==> config.mk <==
export PLATFORM = sky130hd
export DESIGN_NAME = apu_dsm_dac
export DESIGN_NICKNAME = d
export VERILOG_FILES = /design/src/rtl/apu_dsm_dac.sv
export SDC_FILE = /design/constraint.sdc
export NUM_CORES = 1
export LEC_CHECK = 0
export ABC_AREA = 1
export BUFFER_PORTS_ARGS = -buffer_cell sky130_fd_sc_hd__buf_4
export CORE_UTILIZATION = 40
export CTS_CLUSTER_DIAMETER = 50
export CTS_CLUSTER_SIZE = 14
export DETAILED_ROUTE_END_ITERATION = 10
export GPL_TIMING_DRIVEN = 0
export RECOVER_POWER = 25
export SLEW_MARGIN = 30
export SYNTH_ARGS = -nofsm -noshare
export SYNTH_HDL_FRONTEND = slang
export SYNTH_SLANG_ARGS = --single-unit
==> constraint.sdc <==
create_clock -name apu_clk -period 9.85 [get_ports apu_clk]
set_clock_uncertainty 0.2 [all_clocks]
set_input_delay 1.97 -clock apu_clk [delete_from_list [all_inputs] [get_ports apu_clk]]
set_output_delay 1.97 -clock apu_clk [all_outputs]
set_load 0.03 [all_outputs]
==> src/rtl/apu_dsm_dac.sv <==
// APU audio output: mixes four channels, applies a click-free mute/unmute gain ramp,
// smooths with a one-pole IIR low-pass and emits a first-order delta-sigma bitstream.
module apu_dsm_dac #(
    parameter int SHIFT = 3
) (
    input  logic       apu_clk,
    input  logic       rst_n,
    input  logic       enable_240hz,
    input  logic       mute,
    input  logic [3:0] pulse1_in,
    input  logic [3:0] pulse2_in,
    input  logic [3:0] tri_in,
    input  logic [3:0] noise_in,
    output logic       dsm_out,
    output logic [5:0] level,
    output logic       active,
    output logic       silent
);

    typedef enum logic [1:0] {
        MUTED     = 2'd0,
        RAMP_UP   = 2'd1,
        ACTIVE    = 2'd2,
        RAMP_DOWN = 2'd3
    } state_t;

    state_t             state;
    state_t             state_nxt;
    logic        [4:0]  gain;
    logic        [4:0]  gain_nxt;
    logic        [5:0]  mix_q;
    logic        [5:0]  scaled_q;
    logic        [9:0]  prod;
    logic        [15:0] y;
    logic        [15:0] acc;
    logic signed [16:0] d;

    // The step direction follows the new state, so a mute change and a strobe
    // on the same edge both take effect and reversal never jumps the gain.
    always_comb begin
        state_nxt = state;
        gain_nxt  = gain;
        case (state)
            MUTED:     if (!mute) state_nxt = RAMP_UP;
            RAMP_UP:   if (mute)  state_nxt = RAMP_DOWN;
            ACTIVE:    if (mute)  state_nxt = RAMP_DOWN;
            RAMP_DOWN: if (!mute) state_nxt = RAMP_UP;
            default:              state_nxt = MUTED;
        endcase
        if (enable_240hz) begin
            if (state_nxt == RAMP_UP && gain < 5'd16)
                gain_nxt = gain + 5'd1;
            else if (state_nxt == RAMP_DOWN && gain != 5'd0)
                gain_nxt = gain - 5'd1;
        end
        if (state_nxt == RAMP_UP && gain_nxt == 5'd16)
            state_nxt = ACTIVE;
        else if (state_nxt == RAMP_DOWN && gain_nxt == 5'd0)
            state_nxt = MUTED;
    end

    always_ff @(posedge apu_clk) begin
        if (!rst_n) begin
            state <= MUTED;
            gain  <= 5'd0;
        end else begin
            state <= state_nxt;
            gain  <= gain_nxt;
        end
    end

    assign prod = {4'd0, mix_q} * {5'd0, gain};
    // Negative d floors to at least -1, so a decay always lands exactly on 0.
    assign d    = $signed({1'b0, scaled_q, 10'd0}) - $signed({1'b0, y});

    always_ff @(posedge apu_clk) begin
        if (!rst_n) begin
            mix_q    <= 6'd0;
            scaled_q <= 6'd0;
            y        <= 16'd0;
            acc      <= 16'd0;
            dsm_out  <= 1'b0;
        end else begin
            mix_q          <= 6'(pulse1_in) + 6'(pulse2_in) + 6'(tri_in) + 6'(noise_in);
            scaled_q       <= 6'(prod >> 4);
            y              <= y + 16'(d >>> SHIFT);
            {dsm_out, acc} <= {1'b0, acc} + {1'b0, y};
        end
    end

    assign level  = y[15:10];
    assign active = (gain == 5'd16);
    assign silent = (gain == 5'd0);

endmodule

* After elaboration in Yosys (flattened, before gate mapping)
Cells that the tools add are included.
** Storage, ports and cells
- Bits in registers :: 52
** Cells by class
- Bitwise logic cells :: 1
- $add $sub $neg :: 8
- Order comparisons :: 1
- Reduce and logical (&&, ||, !) cells :: 11
- Mux-type cells :: 8
- Multiply operators :: 1
- Equality and inequality tests :: 7
** Operators with widths (count)
- adder 16 x 16 -> 17 bit :: 1
- subtractor 16 x 16 -> 17 bit :: 1
- adder 16 bit :: 1
- 2-to-1 mux 5 bit :: 3
- == test 5 bit (second input constant) :: 2
- zero test 5 bit :: 2
- multiplier 6 x 5 -> 10 bit :: 1
- 2-to-1 mux 2 bit :: 4
- adder 5 x 4 -> 6 bit :: 1
- adder 6 x 4 -> 6 bit :: 1
- == test 2 bit (second input constant) :: 3
- adder 4 x 4 -> 5 bit :: 1
- adder 5 x 1 -> 5 bit (second input constant) :: 1
- less-than comparator 5 bit (second input constant) :: 1
- nonzero test 5 bit :: 1
- subtractor 5 x 1 -> 5 bit (second input constant) :: 1
- == test 2 x 1 -> 1 bit (second input constant) :: 2
- logical AND 1 bit :: 4
- case mux 2 bit (2 select lines) :: 1
- OR reduction 2 bit :: 2
- OR reduction 3 bit :: 1
- zero test 2 bit :: 1
- NOT 1 bit :: 1

* Logic depth before layout (Yosys ltp)
Gate-level depths: netlist (run 1).
- Depth after elaboration :: 12
- Mapped depth :: 20
- Mapped depth without buffers :: 20

* Least setup slack after synthesis (run 1)
Ideal clock, no wire load.
- Kind :: in2reg
- From :: input pulse1_in[1]
- To :: register mix_q[5]
- Data arrival time :: 3.821 ns
- Required time :: 9.585 ns
- Slack :: 5.764 ns
- Stages on the path :: 8
- Setup time :: 0.065 ns
- Path through :: fa_1 fa_1 ha_1 inv_1 fa_1 o21bai_1 a21oi_1 nor2_1
** On the way
- Longest elaborated chain between the ends :: 3
** RTL lines
- start, declared :: RTL line 10 : input logic [3:0] pulse1_in,
- adder 4 x 4 -> 5 bit :: RTL line 84 : mix_q <= 6'(pulse1_in) + 6'(pulse2_in) + 6'(tri_in) + 6'(noise_in);
- adder 5 x 4 -> 6 bit :: RTL line 84
- adder 6 x 4 -> 6 bit :: RTL line 84
- end signal, assigned :: RTL line 84
- end, declared :: RTL line 31 : logic [5:0] mix_q;
No other way between the ends.
A chain may end at the register's enable or synchronous reset.

* Worst setup path after layout (run 1)
Same ends and word-level chain as after synthesis.

==> results of run 1 <==
worst register-to-register path, delay by kind of cell (launching register included):
family | cells | cell delay, ns
AND/OR/NAND/NOR | 7 | 0.56
buffers and inverters | 3 | 0.27
AO/OA/AOI/OAI | 2 | 0.29
flip-flops | 1 | 0.39
adder cells (fa/ha/maj) | 4 | 1.87
cell type report:
type | count | area [um2]
Clock buffer | 5 | 125.1
Sequential cell | 52 | 1041
Tap cell | 143 | 178.9
Fill cell | 1184 | 6210
Timing Repair Buffer | 27 | 198.9
Buffer | 16 | 103.9
Inverter | 117 | 441.7
Multi-Input combinational cell | 499 | 3198
Clock inverter | 3 | 18.77
state kept, by name, summed over array words and instances (netlist names):
name	flops
dsm_out	1
acc	16
scaled_q	6
mix_q	6
state	2
y	16
gain	5
power groups by stage:
stage | sequential, W | clock, W | combinational, W
6_report | 0.000354 | 0.000174 | 0.00112
5_1_grt | 0.000364 | 0.000188 | 0.00130
4_1_cts | 0.000355 | 0.000179 | 0.00112
3_5_place_dp | 0.000359 | 0 | 0.00111
3_3_place_gp | 0.000358 | 0 | 0.00109
2_1_floorplan | 0.000334 | 0 | 0.000890
stage by stage:
stage	util (%)	cell area (um2)	total power, W	std cells	worst slack, ns
finish	46.08	5306	0.001653	862	5.833
global route	46.08	5306	0.001847	862	5.744
CTS	46.12	5311	0.001652	862	5.822
detailed placement	44.87	5167	0.001471	854	5.522
global placement	44.87	5167	0.001447	854	5.528
floorplan	-	4786	0.001224	684	5.764
cells by family after synthesis:
family / Yosys count
flip-flops: 52
AO/OA/AOI/OAI: 142
AND/OR/NAND/NOR: 262
buffers and inverters: 133
adder cells (fa/ha/maj): 81
XOR/XNOR: 14
final timing paths:
| kind | startpoint | end | slack, ns | cells after the start |
|---|---|---|---|---|
| setup / recovery | pulse1_in[1] | mix_q[5] | 5.83 | 9 |
| hold / removal | acc[0] | acc[0] | 0.36 | 3 |
| setup reg to reg | gain[2] | scaled_q[3] | 6.21 | 16 |
| hold reg to reg | acc[0] | acc[0] | 0.36 | 3 |
cell usage after synthesis, types with 6 or more instances:
| cell type | n | area, um2 |
|---|---|---|
| sky130_fd_sc_hd__a21oi_1 | 79 | 395.4 |
| sky130_fd_sc_hd__buf_4 | 7 | 52.55 |
| sky130_fd_sc_hd__dfxtp_1 | 52 | 1041 |
| sky130_fd_sc_hd__fa_1 | 19 | 380.4 |
| sky130_fd_sc_hd__ha_1 | 62 | 775.7 |
| sky130_fd_sc_hd__inv_1 | 111 | 416.7 |
| sky130_fd_sc_hd__nand2_1 | 150 | 563.0 |
| sky130_fd_sc_hd__nand3_1 | 24 | 120.1 |
| sky130_fd_sc_hd__nand4_1 | 6 | 37.54 |
| sky130_fd_sc_hd__nor2_1 | 55 | 206.5 |
| sky130_fd_sc_hd__o21a_1 | 6 | 45.04 |
| sky130_fd_sc_hd__o21ai_0 | 31 | 155.2 |
| sky130_fd_sc_hd__xnor2_1 | 7 | 61.31 |
| sky130_fd_sc_hd__xor2_1 | 7 | 61.31 |
per-layer routing:
metal	up-vias	routed length [um]
met5	-	0
met4	0	142
met3	10	289
met2	66	5268
met1	1969	4963
li1	2278	-
==> summary.md, run 1 <==
| Metric | Value |
|---|---|
| Status | `finished, violations left` |
| Violations in the final reports | `DRC` |
| Busiest metal layer after global routing | `met2` |
| Distinct cell type count of the synthesized netlist | `41` |
| Startpoint-to-endpoint class of the critical path | `primary input to flop` |
| Floorplan core area | `11520 um2` |
| Combinational share of power | `68.0%` |
| Adder-cell share of the synthesized area | `24.16%` |
| Synth Area per Inst | `6.997 um2` |
| Endpoints failing setup | `0` |
| Required time of the critical path | `9.87 ns` |
| TritonCTS clock tree | `built` |
| Number of max-cap violations | `0` |
| Portion of the clock cycle consumed by the worst path in the final layout | `roughly 40%` |
| Setup TNS | `0 ns` |
| Share of synthesized registers carrying an async set or reset | `0%` |
| Htree depth | `2` |
| Via count | `4323` |
| Count of yosys warnings during synthesis | `0` |
| Syn_nets | `785` |
| Number of antenna-violating nets in the routed design | `0` |
| Switching share of power | `51.80%` |
| Initial Utilization | `41.56%` |
| Placed wire-length estimate after detailed placement | `8735 um` |
| Core Rows | `39` |
| Number of hold violations in the final report | `0` |
| Proportion of power drawn by the clock network | `10.5%` |
| Number of antenna cells inserted | `0` |
| Synthesis-stage register bit count | `52` |
| Element type at the critical path end | `flop` |
| Hold-fix buffers, CTS | `0` |
| Crit path buffers/inverters | `2` |
| Met1 demand-to-capacity share in global routing | `between 20% and 30%` |
| Port bufs | `27` |
| Worst ir drop on vdd | `0.09164 mV` |
| Portion of netlist area occupied by mux cells | `0%` |
| Num CTS Buffers | `5` |
| Root buffer cell | `sky130_fd_sc_hd__clkbuf_16` |
| Signed area change from the synthesized netlist to the final layout | `10.88%` |
| Combinational family with the most area after synthesis | `adder cells` |
| Clock tree buffer depth | `2` |
| Cell area power density | `311.5 nW/um2` |
| Insertion delay of the later-clocked pin in the worst-skew pair | `approximately 0.29 ns` |
| Total overflow reported by the global router | `0` |
| Most used flip-flop cell after synthesis | `sky130_fd_sc_hd__dfxtp_1` |
| Share of the synthesized netlist area taken by xor and xnor gates | `under 10%` |
| Max-slew violation total from the final report | `0` |
| Relative contribution of sequential cells to total power | `around a fifth` |
| Initial DRC count | `153` |
| Layout net count | `~820` |
| Chain of cells forming the critical path | `buf_4 -> fa_1 -> fa_1 -> ha_1 -> inv_1 -> fa_1 -> o21bai_1 -> a21oi_1 -> nor2_1` |
| Cell at the slowest stage of the critical path | `sky130_fd_sc_hd__fa_1` |
| CTS clock-pin slew for the worst setup and hold paths | `approximately 0.07 ns` |
| Overall die area | `12410 um2` |
| M3 GR Usage | `2.776%` |
| Leading cell types in the layout, fill and taps excluded | `sky130_fd_sc_hd__nand2_1, sky130_fd_sc_hd__inv_1, sky130_fd_sc_hd__a21oi_1` |
| Leakage power summed over all cells | `2.900 nW` |
| Largest fanout on the critical path | `3` |
| Slowest cell delay on critical path | `0.52 ns` |
| Total number of clock tree sinks | `between 50 and 60` |
| Relative slew slack | `between 40 and 50%` |
| Die width | `111.4 um` |
| Most common library cell in the layout ignoring fill and taps | `sky130_fd_sc_hd__nand2_1` |
| Most repeated library cell on the critical path | `sky130_fd_sc_hd__fa_1` |
| Resize count post-CTS | `0` |
| Post-route minimum period | `4.017 ns` |
| Class of the tightest hold or removal check | `flop to flop` |
| Global placer's final weighted congestion | `around 0.91` |
| Cell count after synthesis | `684` |
| First-pass GRT wire length | `18660 um` |
| Count of flip-flops with a built-in enable after synthesis | `0` |
| Routed length per placed instance | `12.37 um` |
| Post-Syn Area | `4786 um2` |
| Kind of cell adding the most delay to the critical path | `adder cells` |
| Setup fix buffers added after clock tree synthesis | `0` |
| Cell Int Power | `0.0007967 W` |
| Share of the yosys chip area belonging to registers | `21.75%` |
| TritonRoute pass-1 iters | `7` |
| Maximum frequency from static timing analysis | `approximately 250 MHz` |
| Setup crit start kind | `primary input` |
| Tot GR Track Use | `18.34%` |
| Ratio of cells with drive above 1 in the final layout | `10.15%` |
| Die outline height | `111.4 um` |
| Vias in the first global route | `4248` |
| Number of antenna violations at the first check in global routing | `0` |
| NetSw | `roughly 0.00086 W` |
| Routing usage on met2 | `33.38%` |
| RSZ-0062 raised after global routing | `no` |
| Pin count of the biggest net entering global routing | `17` |
| Arrival time of the worst setup path | `4.04 ns` |
| Minimum hold slack | `0.3555 ns` |
| Final WL | `approximately 11000 um` |
| IO Count | `29` |
| DRC viols | `4` |
| Least-Margin Pin Slew | `0.7728 ns` |
| Share of the synthesized area in compound gates (AO/OA/AOI/OAI) | `around 17%` |
| Via density | `between 5 and 6` |
| Simple-gate area share of the yosys netlist | `23.50%` |
Power figures use the tool's default switching activity.
==> run 2: changes to the inputs <==
Clock period 9.85 ns to 3.7 ns, I/O delays scaled along.
==> run 2 against run 1 <==
Net effect:
- the run still ends with DRC left
- register-to-register slack got worse by 6.0 ns
- count of clock-buffer cells in the layout unchanged
- die area unchanged
- non-clock buffer count increased by 2
- sequential share of layout area decreased by 0.13 points
- clock power increased to 2.7 times the previous value
- largest power group unchanged
- highest routed layer unchanged
==> summary.md, run 2 (synthesized netlist as in run 1, its figures left out) <==
| Metric | Value |
|---|---|
| Status | `finished, violations left` |
| Violations in the final reports | `DRC` |
| Num CTS Buffers | `5` |
| Die outline height | `111.4 um` |
| Setup crit start kind | `flop` |
| Clock tree buffer depth | `2` |
| Class of the tightest hold or removal check | `flop to flop` |
| Number of antenna cells inserted | `0` |
| TritonCTS clock tree | `built` |
| CTS clock-pin slew for the worst setup and hold paths | `0.07 ns` |
| Hold-fix buffers, CTS | `0` |
| Number of antenna-violating nets in the routed design | `0` |
| Overall die area | `12410 um2` |
| Number of max-cap violations | `0` |
| Setup TNS | `0 ns` |
| Post-route minimum period | `3.470 ns` |
| Startpoint-to-endpoint class of the critical path | `flop to flop` |
| Endpoints failing setup | `0` |
| Routed length per placed instance | `12.35 um` |
| Worst ir drop on vdd | `0.2550 mV` |
| Total number of clock tree sinks | `52` |
| Total overflow reported by the global router | `0` |
| Via density | `5.021` |
| Port bufs | `27` |
| Most common library cell in the layout ignoring fill and taps | `sky130_fd_sc_hd__nand2_1` |
| Leakage power summed over all cells | `2.908 nW` |
| Largest registers | `acc x16, y x16` |
| Required time of the critical path | `3.73 ns` |
| Relative slew slack | `52.68%` |
| Ratio of cells with drive above 1 in the final layout | `approximately 11%` |
| Element type at the critical path end | `flop` |
| Cell area power density | `824.7 nW/um2` |
| Largest fanout on the critical path | `7` |
| Initial Utilization | `41.56%` |
| Portion of the clock cycle consumed by the worst path in the final layout | `93.78%` |
| Leading cell types in the layout, fill and taps excluded | `sky130_fd_sc_hd__nand2_1, sky130_fd_sc_hd__inv_1, sky130_fd_sc_hd__a21oi_1` |
| Summed area of non-filler cells in the final layout | `5348 um2` |
| Number of antenna violations at the first check in global routing | `0` |
| Vias in the first global route | `4248` |
| Pin count of the biggest net entering global routing | `17` |
| Via count | `4338` |
| Final WL | `roughly 11000 um` |
| Insertion delay of the later-clocked pin in the worst-skew pair | `0.29 ns` |
| Htree depth | `2` |
| Initial DRC count | `136` |
| Least-Margin Pin Slew | `0.7098 ns` |
| DRC viols | `4` |
| Number of fill cells | `1181` |
| Signed area change from the synthesized netlist to the final layout | `11.74%` |
| Global placer's final weighted congestion | `0.9146` |
| First-pass GRT wire length | `18660 um` |
| Arrival time of the worst setup path | `3.50 ns` |
| Die width | `111.4 um` |
| Tot GR Track Use | `18.34%` |
| Number of hold violations in the final report | `0` |
| Layout net count | `821` |
| Root buffer cell | `sky130_fd_sc_hd__clkbuf_16` |
| RSZ-0062 raised after global routing | `no` |
| Core Rows | `39` |
| Post-place instance area | `between 5000 and 6000 um2` |
| TritonRoute pass-1 iters | `7` |
| Max-slew violation total from the final report | `0` |
| Placed wire-length estimate after detailed placement | `8735 um` |
| Setup slack of the most critical reg-to-reg path | `0.23 ns` |
| Maximum frequency from static timing analysis | `a little under 300 MHz` |
| Floorplan core area | `approximately 12000 um2` |
| IO Count | `29` |
-- run 2: timing repair --
item,4_1_cts,5_1_grt
gates resized for setup,0,6
endpoints found under the setup margin,0,2
setup buffers,0,2
-- run 2: final cells by class --
type	count	area (um2)	area share [%]
Timing Repair Buffer	29	214.0	4.001
Inverter	117	441.7	8.259
Clock buffer	5	125.1	2.340
Sequential cell	52	1042	19.49
Tap cell	143	178.9	3.346
Clock inverter	3	18.77	0.3510
Buffer	16	111.4	2.082
Multi-Input combinational cell	499	3216	60.13
-- run 2: final timing paths --
| check | start | endpoint | cells past startpoint |
|---|---|---|---|
| worst max-delay path | gain[2] | scaled_q[3] | 16 |
| worst min-delay path | acc[0] | acc[0] | 3 |
| worst max register to register | gain[2] | scaled_q[3] | 16 |
| worst min register to register | acc[0] | acc[0] | 3 |
-- run 2: worst max-delay path, stage by stage (launching register included) --
cell and delay (ns):
sky130_fd_sc_hd__dfxtp_2 0.37, sky130_fd_sc_hd__buf_8 0.13, sky130_fd_sc_hd__nand2_1 0.07, sky130_fd_sc_hd__fa_1 0.56
sky130_fd_sc_hd__fa_1 0.44, sky130_fd_sc_hd__fa_1 0.54, sky130_fd_sc_hd__inv_1 0.06, sky130_fd_sc_hd__ha_4 0.25
sky130_fd_sc_hd__a21oi_1 0.13, sky130_fd_sc_hd__nand2_1 0.12, sky130_fd_sc_hd__nand2_1 0.07, sky130_fd_sc_hd__nand2_1 0.06
sky130_fd_sc_hd__nand2_1 0.05, sky130_fd_sc_hd__inv_1 0.06, sky130_fd_sc_hd__o21ai_1 0.12, sky130_fd_sc_hd__nand2_1 0.07
sky130_fd_sc_hd__nor2_1 0.10
-- run 2: power breakdown --
group	switching, W	leakage (nW)	internal, W
Sequential	0.000184	0.431	0.000761
Combinational	0.00188	2.40	0.00112
Clock	0.000213	0.0736	0.000250
Total	0.00228	2.91	0.00213
-- run 2: layer usage --
metal,GRT usage [%],share of wire [%],up-vias
met3,2.776,2.2,10
met4,4.505,1.3,0
met5,0,0,-
met1,22.61,47,1993
met2,33.38,49,53
li1,-,-,2282
-- run 2: per-stage QoR --
step	worst slack, ns	total power, W	hold slack, ns	std cells	utilization [%]
4_1_cts	0.06308	0.004399	0.3531	862	46.12
5_1_grt	0.02567	0.004930	0.4144	864	46.44
3_3_place_gp	0.1430	0.003853	0.3221	854	44.87
6_report	0.2302	0.004410	0.3557	864	46.44
2_1_floorplan	0.3163	0.003259	0.3134	684	-
3_5_place_dp	0.09275	0.003916	0.3328	854	44.87
==> run 3: changes to the inputs <==
Settings changed: GPL_TIMING_DRIVEN 0 to default.
==> run 3 against run 2 <==
Net effect:
- the flow still finishes with violations (DRC)
- critical endpoint unchanged
- cell count is 1.3% lower
- clock power is 0.9% lower
- combinational power fell by 1%
- final area fell by 2.5%
- sequential share of layout area increased by 0.49 points
- largest power group unchanged
- flip-flop and latch count is the same
==> summary.md, run 3 (synthesized netlist as in run 1, its figures left out) <==
| Metric | Value |
|---|---|
| Chain of cells forming the critical path | `nand2_1 -> fa_1 -> fa_1 -> fa_1 -> inv_1 -> ha_1 -> a21oi_1 -> nand2_1 -> nand2_1 -> nand2_1 -> nand2_1 -> inv_1 -> o21ai_0 -> nand2_1 -> nor2_1` |
| Setup TNS | `0 ns` |
| Switching share of power | `a little over half` |
| Global placer's final weighted congestion | `between 0.8 and 0.9` |
| Depth of the worst hold-timing path | `3` |
| Placed wire-length estimate after detailed placement | `8728 um` |
| Total number of clock tree sinks | `52` |
| Summed area of non-filler cells in the final layout | `5216 um2` |
| Startpoint of the lowest-slack hold path | `acc[0]` |
| Ratio of cells with drive above 1 in the final layout | `~8.3%` |
| Leakage power summed over all cells | `2.838 nW` |
| Worst Reg-to-Reg Cells | `15` |
| Via density | `5.013` |
| Relative slew slack | `49.96%` |
| Htree depth | `2` |
| Routing usage on met2 | `about a third` |
| Cell at the slowest stage of the critical path | `sky130_fd_sc_hd__fa_1` |
| Endpoints failing setup | `0` |
| Busiest metal layer after global routing | `met2` |
| Insertion delay of the later-clocked pin in the worst-skew pair | `0.29 ns` |
| Layout net count | `811` |
| Maximum frequency from static timing analysis | `288.8 MHz` |
| Placed Cells | `846` |
| Setup fix buffers added after clock tree synthesis | `0` |
| Largest fanout on the critical path | `5` |
| Crit path buffers/inverters | `2` |
| Kind of cell adding the most delay to the critical path | `adder cells` |
| Resize count post-CTS | `0` |
| Core Rows | `39` |
| RSZ-0062 raised after global routing | `no` |
| Reg-to-reg critical path startpoint | `mix_q[1]` |
| Proportion of power drawn by the clock network | `between 10% and 20%` |
| Port bufs | `28` |
| Tot GR Track Use | `18.30%` |
| Clock tree buffer depth | `2` |
| Arrival time of the worst setup path | `~3.5 ns` |
| Post-place instance area | `around 5100 um2` |
| Die outline height | `111.4 um` |
| Number of hold violations in the final report | `0` |
| Via count | `4276` |
| Signed area change from the synthesized netlist to the final layout | `8.993%` |
| Met1 demand-to-capacity share in global routing | `21.57%` |
| Largest registers | `acc x16, y x16` |
| Violations in the final reports | `DRC` |
| Floorplan core area | `between 10000 and 15000 um2` |
| Status | `finished, violations left` |
| IO Count | `29` |
| Number of max-cap violations | `0` |
| TritonRoute pass-1 iters | `8` |
| Num CTS Buffers | `5` |
| Hold-fix buffers, CTS | `0` |
| DRC viols | `4` |
| Slowest cell delay on critical path | `0.54 ns` |
| Post-route minimum period | `around 3.5 ns` |
| Number of fill cells | `1215` |
| Initial Utilization | `between 40% and 50%` |
| End of the worst hold path | `acc[0]` |
| Number of antenna-violating nets in the routed design | `0` |
| Portion of the clock cycle consumed by the worst path in the final layout | `93.57%` |
| Number of antenna cells inserted | `0` |
| Pin count of the biggest net entering global routing | `34` |
| Startpoint-to-endpoint class of the critical path | `flop to flop` |
| Vias in the first global route | `4179` |
| Combinational share of power | `68.0%` |
| Setup slack of the most critical reg-to-reg path | `approximately 0.24 ns` |
| Overall die area | `roughly 12000 um2` |
| CTS clock-pin slew for the worst setup and hold paths | `0.07 ns` |
| TritonCTS clock tree | `built` |
| Cell area power density | `834.8 nW/um2` |
| Class of the tightest hold or removal check | `flop to flop` |
| Initial DRC count | `roughly 190` |
| First-pass GRT wire length | `18550 um` |
| NetSw | `0.002280 W` |
| Number of antenna violations at the first check in global routing | `0` |
| Layout Utilization | `between 40% and 50%` |
| Root buffer cell | `sky130_fd_sc_hd__clkbuf_16` |
| Final WL | `10800 um` |
| Required time of the critical path | `3.73 ns` |
| Count of non-filler cells in the finished layout | `853` |
| Die width | `111.4 um` |
| M3 GR Usage | `2.831%` |
| Capture instance of the worst register-to-register path | `scaled_q[3]` |
| Setup crit start kind | `flop` |
| Most repeated library cell on the critical path | `sky130_fd_sc_hd__nand2_1` |
| Cell Int Power | `0.002075 W` |
| Routed length per placed instance | `12.66 um` |
| Max-slew violation total from the final report | `0` |
| Most common library cell in the layout ignoring fill and taps | `sky130_fd_sc_hd__nand2_1` |
| Leading cell types in the layout, fill and taps excluded | `sky130_fd_sc_hd__nand2_1, sky130_fd_sc_hd__inv_1, sky130_fd_sc_hd__a21oi_1` |
| Least-Margin Pin Slew | `0.7460 ns` |
| Worst ir drop on vdd | `a little over 0.3 mV` |
| Relative contribution of sequential cells to total power | `21.5%` |
| Element type at the critical path end | `flop` |
| Total overflow reported by the global router | `0` |
[run 3: cell types whose count changed in the layout (fill, tap and decap cells not counted), sizes merged]
cell / change
buf: -5
clkbuf: -4
clkinv: -2
[run 3: cell type report]
cell class / instances / area (um2) / area share, %
multi-input combinational: 499 / 3183 / 61.02
timing repair buffer: 35 / 236.5 / 4.533
sequential: 52 / 1042 / 19.98
clock buffer: 6 / 128.9 / 2.471
clock inverter: 1 / 5.005 / 0.09595
tap: 143 / 178.9 / 3.430
inverter: 117 / 441.7 / 8.467
[run 3: metal layers]
| layer | routed length, um | share of wire, % | up-vias |
|---|---|---|---|
| li1 | - | - | 2255 |
| met1 | 4932 | 46 | 1912 |
| met2 | 5219 | 48 | 81 |
| met3 | 316 | 2.9 | 28 |
| met4 | 334 | 3.1 | 0 |
| met5 | 0 | 0 | - |
[run 3: stage by stage]
stage / power, W / hold slack, ns / setup slack, ns
after CTS: 0.004388 / 0.3525 / 0.1556
after floorplan: 0.003259 / 0.3134 / 0.3163
after global routing: 0.004846 / 0.4134 / 0.01601
after global placement: 0.003853 / 0.3236 / 0.2446
final: 0.004355 / 0.3463 / 0.2379
after detailed placement: 0.003909 / 0.3342 / 0.1830
[run 3: worst max-delay path by stage]
stage / startpoint / endpoint / depth (start not counted)
after detailed placement: gain[3] / scaled_q[3] / 15
final: mix_q[1] / scaled_q[3] / 15
after floorplan: gain[2] / scaled_q[3] / 16
after global placement: gain[3] / scaled_q[3] / 15
after global routing: mix_q[1] / scaled_q[3] / 15
after CTS: gain[3] / scaled_q[3] / 15
[run 3: worst reg2reg max path, stage by stage, from the launching register on]
cell and delay (ns):
sky130_fd_sc_hd__dfxtp_1 0.40, sky130_fd_sc_hd__nand2_1 0.10, sky130_fd_sc_hd__fa_1 0.48, sky130_fd_sc_hd__fa_1 0.51, sky130_fd_sc_hd__fa_1 0.54, sky130_fd_sc_hd__inv_1 0.04, sky130_fd_sc_hd__ha_1 0.34, sky130_fd_sc_hd__a21oi_1 0.14
sky130_fd_sc_hd__nand2_1 0.11, sky130_fd_sc_hd__nand2_1 0.07, sky130_fd_sc_hd__nand2_1 0.06, sky130_fd_sc_hd__nand2_1 0.05, sky130_fd_sc_hd__inv_1 0.05, sky130_fd_sc_hd__o21ai_0 0.16, sky130_fd_sc_hd__nand2_1 0.07, sky130_fd_sc_hd__nor2_1 0.08
[run 3: power by group through the flow]
stage / Combinational [W] / Sequential, W / Clock, W
floorplan: 0.00237 / 0.000890 / 0
global placement: 0.00291 / 0.000947 / 0
detailed placement: 0.00295 / 0.000954 / 0
CTS: 0.00297 / 0.000940 / 0.000473
global route: 0.00340 / 0.000961 / 0.000490
finish: 0.00296 / 0.000935 / 0.000459
